<file path="config.mk">
export PLATFORM = sky130hd
export DESIGN_NAME = ws_writeback
export DESIGN_NICKNAME = d
export VERILOG_FILES = /design/src/rtl/ws_writeback_pkg.sv /design/src/rtl/ws_writeback_clip8.sv /design/src/rtl/ws_writeback.sv
export SDC_FILE = /design/constraint.sdc
export NUM_CORES = 1
export LEC_CHECK = 0
export ABC_AREA = 0
export BUFFER_PORTS_ARGS = -buffer_cell sky130_fd_sc_hd__buf_2
export CORE_MARGIN = 5
export CORE_UTILIZATION = 51
export CTS_CLUSTER_SIZE = 20
export DETAILED_ROUTE_END_ITERATION = 10
export HOLD_SLACK_MARGIN = 0.08
export PLACE_DENSITY = 0.81
export REMOVE_ABC_BUFFERS = 1
export SLEW_MARGIN = 20
export SYNTH_ARGS = -nofsm -noshare
export SYNTH_HDL_FRONTEND = slang
export SYNTH_HIERARCHICAL = 1
export SYNTH_SLANG_ARGS = --single-unit
export TNS_END_PERCENT = 20
</file>
<file path="constraint.sdc">
create_clock -name CLOCK_50_I -period 2.7 [get_ports CLOCK_50_I]
set_input_delay 0.27 -clock CLOCK_50_I [delete_from_list [all_inputs] [get_ports CLOCK_50_I]]
set_output_delay 0.27 -clock CLOCK_50_I [all_outputs]
set_load 0.02 [all_outputs]
</file>
<file path="src/rtl/ws_writeback_pkg.sv">
// Shared types and constants for the 8x8 block write-back engine: FSM states,
// plane encoding, SRAM plane geometry and default base addresses.
package ws_writeback_pkg;

    typedef enum logic [2:0] {
        S_WS_IDLE,
        S_WS_LEAD_IN,
        S_WS_COMMON,
        S_WS_LEAD_OUT,
        S_WS_DONE
    } ws_state_type;

    typedef enum logic [1:0] {
        PLANE_Y       = 2'd0,
        PLANE_U       = 2'd1,
        PLANE_V       = 2'd2,
        PLANE_INVALID = 2'd3
    } ws_plane_type;

    localparam logic [17:0] Y_WORDS_PER_ROW  = 18'd160;
    localparam logic [17:0] UV_WORDS_PER_ROW = 18'd80;

    localparam logic [17:0] Y_BASE_DEFAULT     = 18'd0;
    localparam logic [17:0] U_BASE_DEFAULT     = 18'd38400;
    localparam logic [17:0] V_BASE_DEFAULT     = 18'd57600;
    localparam logic [6:0]  S_RAM_BASE_DEFAULT = 7'd64;

    // Offset of the first SRAM row of block row rb: rb*8*160 or rb*8*80, built from shifts.
    function automatic logic [17:0] block_row_offset(input logic [4:0] rb, input logic is_y);
        logic [17:0] r;
        r = {13'd0, rb};
        if (is_y)
            return (r << 10) + (r << 8);
        return (r << 9) + (r << 7);
    endfunction

endpackage

</file>
<file path="src/rtl/ws_writeback_clip8.sv">
// Converts one signed 32-bit sample to an 8-bit pixel. With WS_CLIP_EN defined
// the value saturates to 0..255, otherwise the low byte is kept.
module ws_clip8 (
    input  logic signed [31:0] value,
    output logic [7:0]         pixel
);

`ifdef WS_CLIP_EN
    always_comb begin
        if (value < 0)
            pixel = 8'd0;
        else if (value > 32'sd255)
            pixel = 8'd255;
        else
            pixel = value[7:0];
    end
`else
    logic [23:0] unused_high;
    assign unused_high = value[31:8];
    assign pixel       = value[7:0];
`endif

endmodule

</file>
<file path="src/rtl/ws_writeback.sv">
// Writes one 8x8 block of S samples from the dual-port RAM into the SRAM frame
// as packed pixel pairs. Pixel conversion saturates when WS_CLIP_EN is defined.
module ws_writeback
    import ws_writeback_pkg::*;
#(
    parameter logic [17:0] Y_BASE     = Y_BASE_DEFAULT,
    parameter logic [17:0] U_BASE     = U_BASE_DEFAULT,
    parameter logic [17:0] V_BASE     = V_BASE_DEFAULT,
    parameter logic [6:0]  S_RAM_BASE = S_RAM_BASE_DEFAULT
) (
    input  logic        CLOCK_50_I,
    input  logic        Resetn,
    input  logic        WS_start,
    output logic        WS_done,
    input  logic [4:0]  block_row,
    input  logic [5:0]  block_col,
    input  logic [1:0]  plane,
    output logic [6:0]  RAM_address_a,
    output logic [6:0]  RAM_address_b,
    input  logic [31:0] RAM_read_data_a,
    input  logic [31:0] RAM_read_data_b,
    output logic [17:0] SRAM_address,
    output logic [15:0] SRAM_write_data,
    output logic        SRAM_we_n
);

    ws_state_type state;
    ws_plane_type plane_q;
    logic         start_prev;
    logic [4:0]   rd_pair;
    logic [4:0]   wr_pair;
    logic [17:0]  row_addr;

    logic [17:0]  plane_base;
    logic [17:0]  start_addr;
    logic [17:0]  words_per_row;
    logic [17:0]  wr_addr;
    logic [17:0]  row_addr_next;
    logic [6:0]   rd_addr_a;
    logic [6:0]   rd_addr_b;
    logic [7:0]   pixel_a;
    logic [7:0]   pixel_b;

    ws_clip8 clip_a (.value(RAM_read_data_a), .pixel(pixel_a));
    ws_clip8 clip_b (.value(RAM_read_data_b), .pixel(pixel_b));

    // Read data arrives in the write cycle itself, so the word is formed combinationally.
    assign SRAM_write_data = SRAM_we_n ? 16'd0 : {pixel_a, pixel_b};

    always_comb begin
        plane_base = Y_BASE;
        case (plane)
            2'd1:    plane_base = U_BASE;
            2'd2:    plane_base = V_BASE;
            default: plane_base = Y_BASE;
        endcase
        start_addr = plane_base + block_row_offset(block_row, plane == PLANE_Y)
                   + {10'd0, block_col, 2'b00};

        words_per_row = (plane_q == PLANE_Y) ? Y_WORDS_PER_ROW : UV_WORDS_PER_ROW;
        wr_addr       = row_addr + {16'd0, wr_pair[1:0]};
        row_addr_next = (wr_pair[1:0] == 2'd3) ? row_addr + words_per_row : row_addr;
        rd_addr_a     = S_RAM_BASE + {1'b0, rd_pair, 1'b0};
        rd_addr_b     = S_RAM_BASE + {1'b0, rd_pair, 1'b1};
    end

    always_ff @(posedge CLOCK_50_I or negedge Resetn) begin
        if (!Resetn) begin
            state         <= S_WS_IDLE;
            plane_q       <= PLANE_Y;
            start_prev    <= 1'b0;
            rd_pair       <= 5'd0;
            wr_pair       <= 5'd0;
            row_addr      <= 18'd0;
            RAM_address_a <= 7'd0;
            RAM_address_b <= 7'd0;
            SRAM_address  <= 18'd0;
            SRAM_we_n     <= 1'b1;
            WS_done       <= 1'b0;
        end else begin
            start_prev <= WS_start;
            case (state)
                S_WS_IDLE: begin
                    if (WS_start && !start_prev) begin
                        plane_q       <= ws_plane_type'(plane);
                        row_addr      <= start_addr;
                        RAM_address_a <= S_RAM_BASE;
                        RAM_address_b <= S_RAM_BASE + 7'd1;
                        rd_pair       <= 5'd1;
                        wr_pair       <= 5'd0;
                        state         <= S_WS_LEAD_IN;
                    end
                end
                S_WS_LEAD_IN: begin
                    if (plane_q == PLANE_INVALID) begin
                        WS_done <= 1'b1;
                        state   <= S_WS_DONE;
                    end else begin
                        SRAM_address  <= wr_addr;
                        SRAM_we_n     <= 1'b0;
                        row_addr      <= row_addr_next;
                        wr_pair       <= wr_pair + 5'd1;
                        RAM_address_a <= rd_addr_a;
                        RAM_address_b <= rd_addr_b;
                        rd_pair       <= rd_pair + 5'd1;
                        state         <= S_WS_COMMON;
                    end
                end
                S_WS_COMMON: begin
                    SRAM_address <= wr_addr;
                    SRAM_we_n    <= 1'b0;
                    row_addr     <= row_addr_next;
                    wr_pair      <= wr_pair + 5'd1;
                    // The last pair's read was issued a cycle earlier; only its write remains.
                    if (wr_pair == 5'd31) begin
                        state <= S_WS_LEAD_OUT;
                    end else begin
                        RAM_address_a <= rd_addr_a;
                        RAM_address_b <= rd_addr_b;
                        rd_pair       <= rd_pair + 5'd1;
                    end
                end
                S_WS_LEAD_OUT: begin
                    SRAM_we_n <= 1'b1;
                    WS_done   <= 1'b1;
                    state     <= S_WS_DONE;
                end
                S_WS_DONE: begin
                    WS_done <= 1'b0;
                    state   <= S_WS_IDLE;
                end
                default: state <= S_WS_IDLE;
            endcase
        end
    end

endmodule

</file>
==> impl_results.md, run 1 <==
- Status: complete, no violations
- Post-Layout Inst Area: 4280 um2
- CP max FO: 5
- Path depth of the worst reg2reg path: 8
- Count leader, synth: dfrtp_1
- MaxCap Viol Count: 0
- Critical path data arrival time: 2660 ps
- Via count: 2970
- Global-route wire length before repair: 12700 um
- Layout cells sized above 1: 29.7%
- Pin count of the biggest net entering global routing: 27
- Initial Util: 52.0%
- Initial antenna violation count: 0
- R2R Setup Slk: 240 ps
- Nets: 562
- Boundary Pins: 130
- DRT Wirelength: 7800 um
- Top FF cell, synth: dfrtp_1
- Hold Startpoint: block_col[0]
- Final core occ: 59.6%
- Fin cells: 560
- Syn_area_per_cell: 9.55 um2
- Placed Cells: 541
- Die H: 95.5 um
- Final TNS setup: 0 ps
- PortBufs: 80
- Place WS: 43.0 ps
- Worst-Margin Slew: 549 ps
- Root buf cell: clkbuf_8
- Iteration count of the initial detailed-routing pass: 6
- VDD IR max: 0.365 mV
- Initial DRC Count: 184
- Final Hold Viols: 0
- Setup slack after layout: 236 ps
- CTS tree: yes
- Post-DP HPWL: 6070 um
- Antenna-violating nets left: 0
- CP Capture Type: flip-flop
- Fmax achieved: 406 MHz
- CP Launch Type: flip-flop
- Clock sinks: 58
- Cell Pwr Density: 1130 nW/um2
- Final Max Slew Viols: 0
- Critical R2R Launch: plane_q[1]
- Seq/Total Area, Yosys: 38.9%
- Remaining DRCs: 0
- Area of the mapped netlist: 3730 um2
- CTS H-tree lvls: 3
- Ranking of synthesized cells by area: dfrtp_1 38%, ha_1 7.4%, mux2_2 6.0%
- WL/cell: 13.9 um
- Synth top area share: 38.2%
- Post-Place Cell Area: 4050 um2
- Rows: 31
- Growth of design area from synthesis to finish: 14.6%
- Cells after Synth: 391
- Clk slew on worst S/H paths: 60 ps
- Vias in the first global route: 2900
- GRT Total Usage: 17.6%
- Flops & latches, synth: 58
- Leak pwr: 2.03 nW
- Unrepaired setup endpoints after global routing: false
- RR Endpoint: row_addr[12]
- Synth async-reset ratio: 100%
- Post-synth EDFFs: 0
- Final GP Congestion: 0.893
- Worst hold stages: 3
- Gr ovfl total: 0
- Rel. slew slack: 63.4%
- Core area: 7180 um2
- Final worst-path cycle share: 91.3%
- DR vias/cell: 5.30
- Largest area contributor in the netlist: dfrtp_1
- CTS Buf Count: 9
- Die Footprint: 9130 um2
- Die Wd: 95.5 um
- Critical setup path kind: reg -> reg
- Top post-synthesis cells by count: 57 x dfrtp_1, 33 x nand2_1, 30 x o21ai_0
- Distinct cells, synth: 52
- Buffer depth of the longest clock path: 2
- Hold/Removal Path Class: in -> reg
- Syn. warnings: 6
- Required time of the critical path: 2890 ps
- N_diodes: 0
- Skew final: 7.32 ps
- Clock Latency Late Sink: 330 ps
- Setup violators final: 0
- Worst Hold End: row_addr[2]
- Min cycle time layout: 2460 ps
==> layout make-up <==
type                       instances  area [um2]
inverter                          21        78.8
sequential                        58        1460
timing repair buffer              93         503
clock buffer                      12         145
clock inverter                     3        40.0
multi-input combinational        274        1930
fill                             589        2900
tap                               99         124
==> placed cells by master, fill, tap and decap left out, types with 4 or more instances in the layout <==
cell type / Yosys / layout
and2_1: 4 / 4
xnor2_1: 7 / 7
nor2_1: 25 / 25
nand2_1: 33 / 33
clkbuf_8: 0 / 10
o21ai_0: 30 / 30
a21o_1: 4 / 4
a22o_1: 4 / 4
buf_2: 4 / 80
buf_4: 29 / 11
ha_1: 22 / 22
inv_1: 21 / 21
o21a_1: 5 / 5
a21oi_1: 16 / 16
nand3_1: 12 / 12
a31oi_1: 6 / 6
nor2b_1: 23 / 22
nand4_1: 4 / 4
dfrtp_1: 57 / 55
nor3_1: 8 / 8
xor2_1: 8 / 8
mux2_2: 20 / 20
a211oi_1: 4 / 4
==> metrics by stage <==
step / power [mW] / hold slack, ps
3_5_place_dp: 4.03 / 204
6_report: 4.82 / 133
3_3_place_gp: 3.93 / 198
2_1_floorplan: 3.28 / -25.6
4_1_cts: 4.81 / 120
5_1_grt: 5.20 / 143
==> state kept, by name (all words and copies together) (netlist names) <==
name and flops:
RAM_address_b 6, SRAM_we_n 1, rd_pair 5, wr_pair 5, state 3, WS_done 1, row_addr 16, start_prev 1
plane_q 2, SRAM_address 18
==> critical path, cell delays in order, from the launching register on <==
cell and delay, ps:
dfrtp_2 430, or2_2 360, fa_1 440, nor2b_2 180, o31a_1 260, nand4_1 150, nor3b_1 170, o32ai_1 210
o21ai_0 120
==> power breakdown <==
group / switching [mW] / total [mW] / internal, mW
Combinational: 1.41 / 2.46 / 1.05
Clock: 0.316 / 0.759 / 0.443
Sequential: 0.360 / 1.60 / 1.24
==> cell families (layout without fill, tap and decap cells) <==
group | count (synthesis) | count (layout) | share of synthesized area, %
muxes | 24 | 24 | 7.44
DFF | 58 | 58 | 38.9
xor gates and xnor gates | 15 | 15 | 3.52
AOI/OAI and AO/OA | 86 | 86 | 15.0
buffers and inverters | 59 | 129 | 9.39
adders and majority gates | 25 | 25 | 8.98
and+or+nand+nor | 123 | 123 | 16.7
other | 1 | 1 | 0.100
==> layer usage <==
metal / wire [um] / GRT usage (%)
met1: 3270 / 20.6
met2: 3730 / 30.5
met3: 673 / 4.74
met4: 124 / 7.11
met5: 0 / 0
==> how the worst max path moves through the flow <==
stage                 startpoint            to  depth (start not counted)
global route          plane_q[0]  row_addr[12]                         10
global placement    block_row[0]  row_addr[15]                         13
finish                plane_q[1]  row_addr[12]                          8
detailed placement  block_row[0]  row_addr[15]                         13
floorplan               plane[0]  row_addr[15]                         12
CTS                   plane_q[0]  row_addr[12]                         10
==> what timing repair did <==
item                                    4_1_cts  5_1_grt
hold buffers                                  2        0
gates resized for setup                       0        3
buffers inserted                              0        2
hold endpoints to repair                     16        0
endpoints found under the setup margin        0        1
Note: power is estimated with default switching activity, not from simulation.
==> inputs of run 2 (changes only) <==
==> constraint.sdc (replaced) <==
create_clock -name CLOCK_50_I -period 2.43 [get_ports CLOCK_50_I]
set_input_delay 0.243 -clock CLOCK_50_I [delete_from_list [all_inputs] [get_ports CLOCK_50_I]]
set_output_delay 0.243 -clock CLOCK_50_I [all_outputs]
set_load 0.02 [all_outputs]
==> run 2 against run 1 <==
First-iteration DRC count fell by 18%. Cell area grew 4.6%. Flip-flop and latch count did not move. Worst hold slack better by 17 ps. Wire length increased by 5.2%. Count of clock-buffer cells in the layout is the same. Sequential power rose by 10%. Highest routed layer unchanged. Clock skew fell by 0.57 ps. Clock power up 19%. Critical path depth up 3. Global-route usage is 0.70 points higher.
==> impl_results.md, run 2 (same netlist as run 1, synthesis figures left out) <==
- Hold/Removal Path Class: in -> reg
- Final worst-path cycle share: 93.0% (+1.7 points)
- DRT Wirelength: 8200 um (+5.2%)
- Worst hold stages: 3 (unchanged)
- VDD IR max: 0.412 mV (+13%)
- Place WS: -151 ps (-194 ps)
- Antenna-violating nets left: 0 (unchanged)
- Worst-Margin Slew: 518 ps (-30.7 ps)
- Fmax achieved: 442 MHz (+9.0%)
- CTS Buf Count: 9 (unchanged)
- CTS tree: yes
- Final TNS setup: 0 ps (unchanged)
- Status: complete, no violations
- Setup violators final: 0 (unchanged)
- Initial DRC Count: 151 (-18%)
- Largest register FFs: 18 (unchanged)
- Fin cells: 584 (+4.3%)
- Final Max Slew Viols: 0 (unchanged)
- Reg with most FFs: SRAM_address
- Cell Pwr Density: 1240 nW/um2 (+10%)
- Post-Place Cell Area: 4230 um2 (+4.3%)
- Final GP Congestion: 0.911 (+2.0%)
- Gr ovfl total: 0 (unchanged)
- Clock Latency Late Sink: 340 ps (about the same)
- Required time of the critical path: 2640 ps (-250 ps)
- GR Layer Usage met2: 32.9% (+2.4 points)
- Global-route wire length before repair: 13100 um (+3.5%)
- Pin count of the biggest net entering global routing: 26 (-3.7%)
- Die Footprint: 9130 um2 (unchanged)
- GRT Total Usage: 18.3% (+0.70 points)
- Layout cells sized above 1: 32.8% (+3.1 points)
- Rows: 31 (unchanged)
- Path depth of the worst reg2reg path: 11 (+3)
- CP max FO: 4 (-1)
- Nets: 585 (+4.1%)
- N_diodes: 0 (unchanged)
- Largest regs: SRAM_address (18), row_addr (16), RAM_address_b (6)
- Setup slack after layout: 170 ps (-65.6 ps)
- CP Launch Type: flip-flop
- Root buf cell: clkbuf_8
- Skew final: 6.74 ps (-0.573 ps)
- DR vias/cell: 5.26 (-0.91%)
- Initial antenna violation count: 0 (unchanged)
- Clk slew on worst S/H paths: 70 ps (about the same)
- Buffer depth of the longest clock path: 2 (unchanged)
- Most Used Layer, Global Route: met2
- Most frequent cells in the layout: 80 x buf_2, 57 x dfrtp_1, 33 x nand2_1, 33 x buf_4, 30 x o21ai_0
- Clock sinks: 58 (unchanged)
- Leak pwr: 2.15 nW (+5.8%)
- Via count: 3069 (+3.3%)
- Placed Cells: 564 (+4.3%)
- Die Wd: 95.5 um (unchanged)
- GRT met1 Usage: 21.1% (+0.51 points)
- CP Capture Type: flip-flop
- PortBufs: 80 (unchanged)
- Initial Util: 52.0% (unchanged)
- CTS H-tree lvls: 3 (unchanged)
- Rel. slew slack: 65.4% (+2.1 points)
- Post-DP HPWL: 6340 um (+4.5%)
- MaxCap Viol Count: 0 (unchanged)
- Post-Layout Inst Area: 4470 um2 (+4.6%)
- Unrepaired setup endpoints after global routing: true
- Boundary Pins: 130 (unchanged)
- Remaining DRCs: 0 (unchanged)
- Vias in the first global route: 2960 (+2.1%)
- Die H: 95.5 um (unchanged)
- Core area: 7180 um2 (unchanged)
- Critical setup path kind: reg -> reg
- Critical path data arrival time: 2470 ps (-190 ps)
- Most common cell after layout, fill and taps aside: buf_2
- WL/cell: 14.0 um (+0.87%)
- Final Hold Viols: 0 (unchanged)
- Iteration count of the initial detailed-routing pass: 5 (-1)
- Min cycle time layout: 2260 ps (-204 ps)
- Met3 Track Usage GR: 4.10% (-0.63 points)
- Growth of design area from synthesis to finish: 19.8%
==> run 2: power breakdown <==
group	switching, mW	total, mW	leakage [nW]	internal [mW]
Combinational	1.64	2.89	1.34	1.25
Clock	0.377	0.904	0.0986	0.527
Sequential	0.385	1.76	0.707	1.38
Total	2.40	5.56	2.15	3.16
==> run 2: timing repair <==
item / in CTS / in global routing
buffers inserted: 0 / 1
endpoints found under the hold margin: 12 / 0
hold buffers: 3 / 0
endpoints found under the setup margin: 0 / 3
gates resized for setup: 0 / 2
==> run 2: cell type report <==
cell class                      count  area [um2]
Multi-Input combinational cell    274        1930
Clock inverter                      4        50.0
Timing Repair Buffer              116         678
Sequential cell                    58        1450
Fill cell                         596        2700
Clock buffer                       12         155
Inverter                           21        78.8
Tap cell                           99         124
==> run 2: worst paths after layout <==
kind / end / start / slack [ps]
worst max-delay path: row_addr[16] / plane_q[1] / 170
max in group asynchronous: SRAM_we_n / Resetn / 1480
worst min-delay path: row_addr[2] / block_col[0] / 150
min in group asynchronous: row_addr[5] / Resetn / 310
worst min register to register: row_addr[3] / row_addr[3] / 480
worst max register to register: row_addr[16] / plane_q[1] / 170
==> run 2: worst max-delay path, stage by stage, from the launching register on <==
cell	delay [ps]
dfrtp_1	370
or2_4	280
ha_1	200
inv_1	70
fa_1	210
nor2b_2	60
o31a_1	330
buf_4	160
nand2_1	90
o21ai_0	80
a21oi_1	180
o32ai_1	100
==> run 2: per-stage QoR <==
| stage | total power [mW] | util (%) | hold slack [ps] |
|---|---|---|---|
| 6_report | 5.56 | 62.3 | 150 |
| 5_1_grt | 5.97 | 62.3 | 148 |
| 4_1_cts | 5.54 | 62.2 | 130 |
| 3_5_place_dp | 4.60 | 58.9 | 134 |
| 3_3_place_gp | 4.46 | 58.9 | 123 |
| 2_1_floorplan | 3.64 | - | -52.6 |
==> run 2: routing by layer <==
metal  vias up  wire length [um]
met3        13               674
met2       123              4060
met5         -                 0
met1      1421              3350
li1       1512                 -
met4         0               115
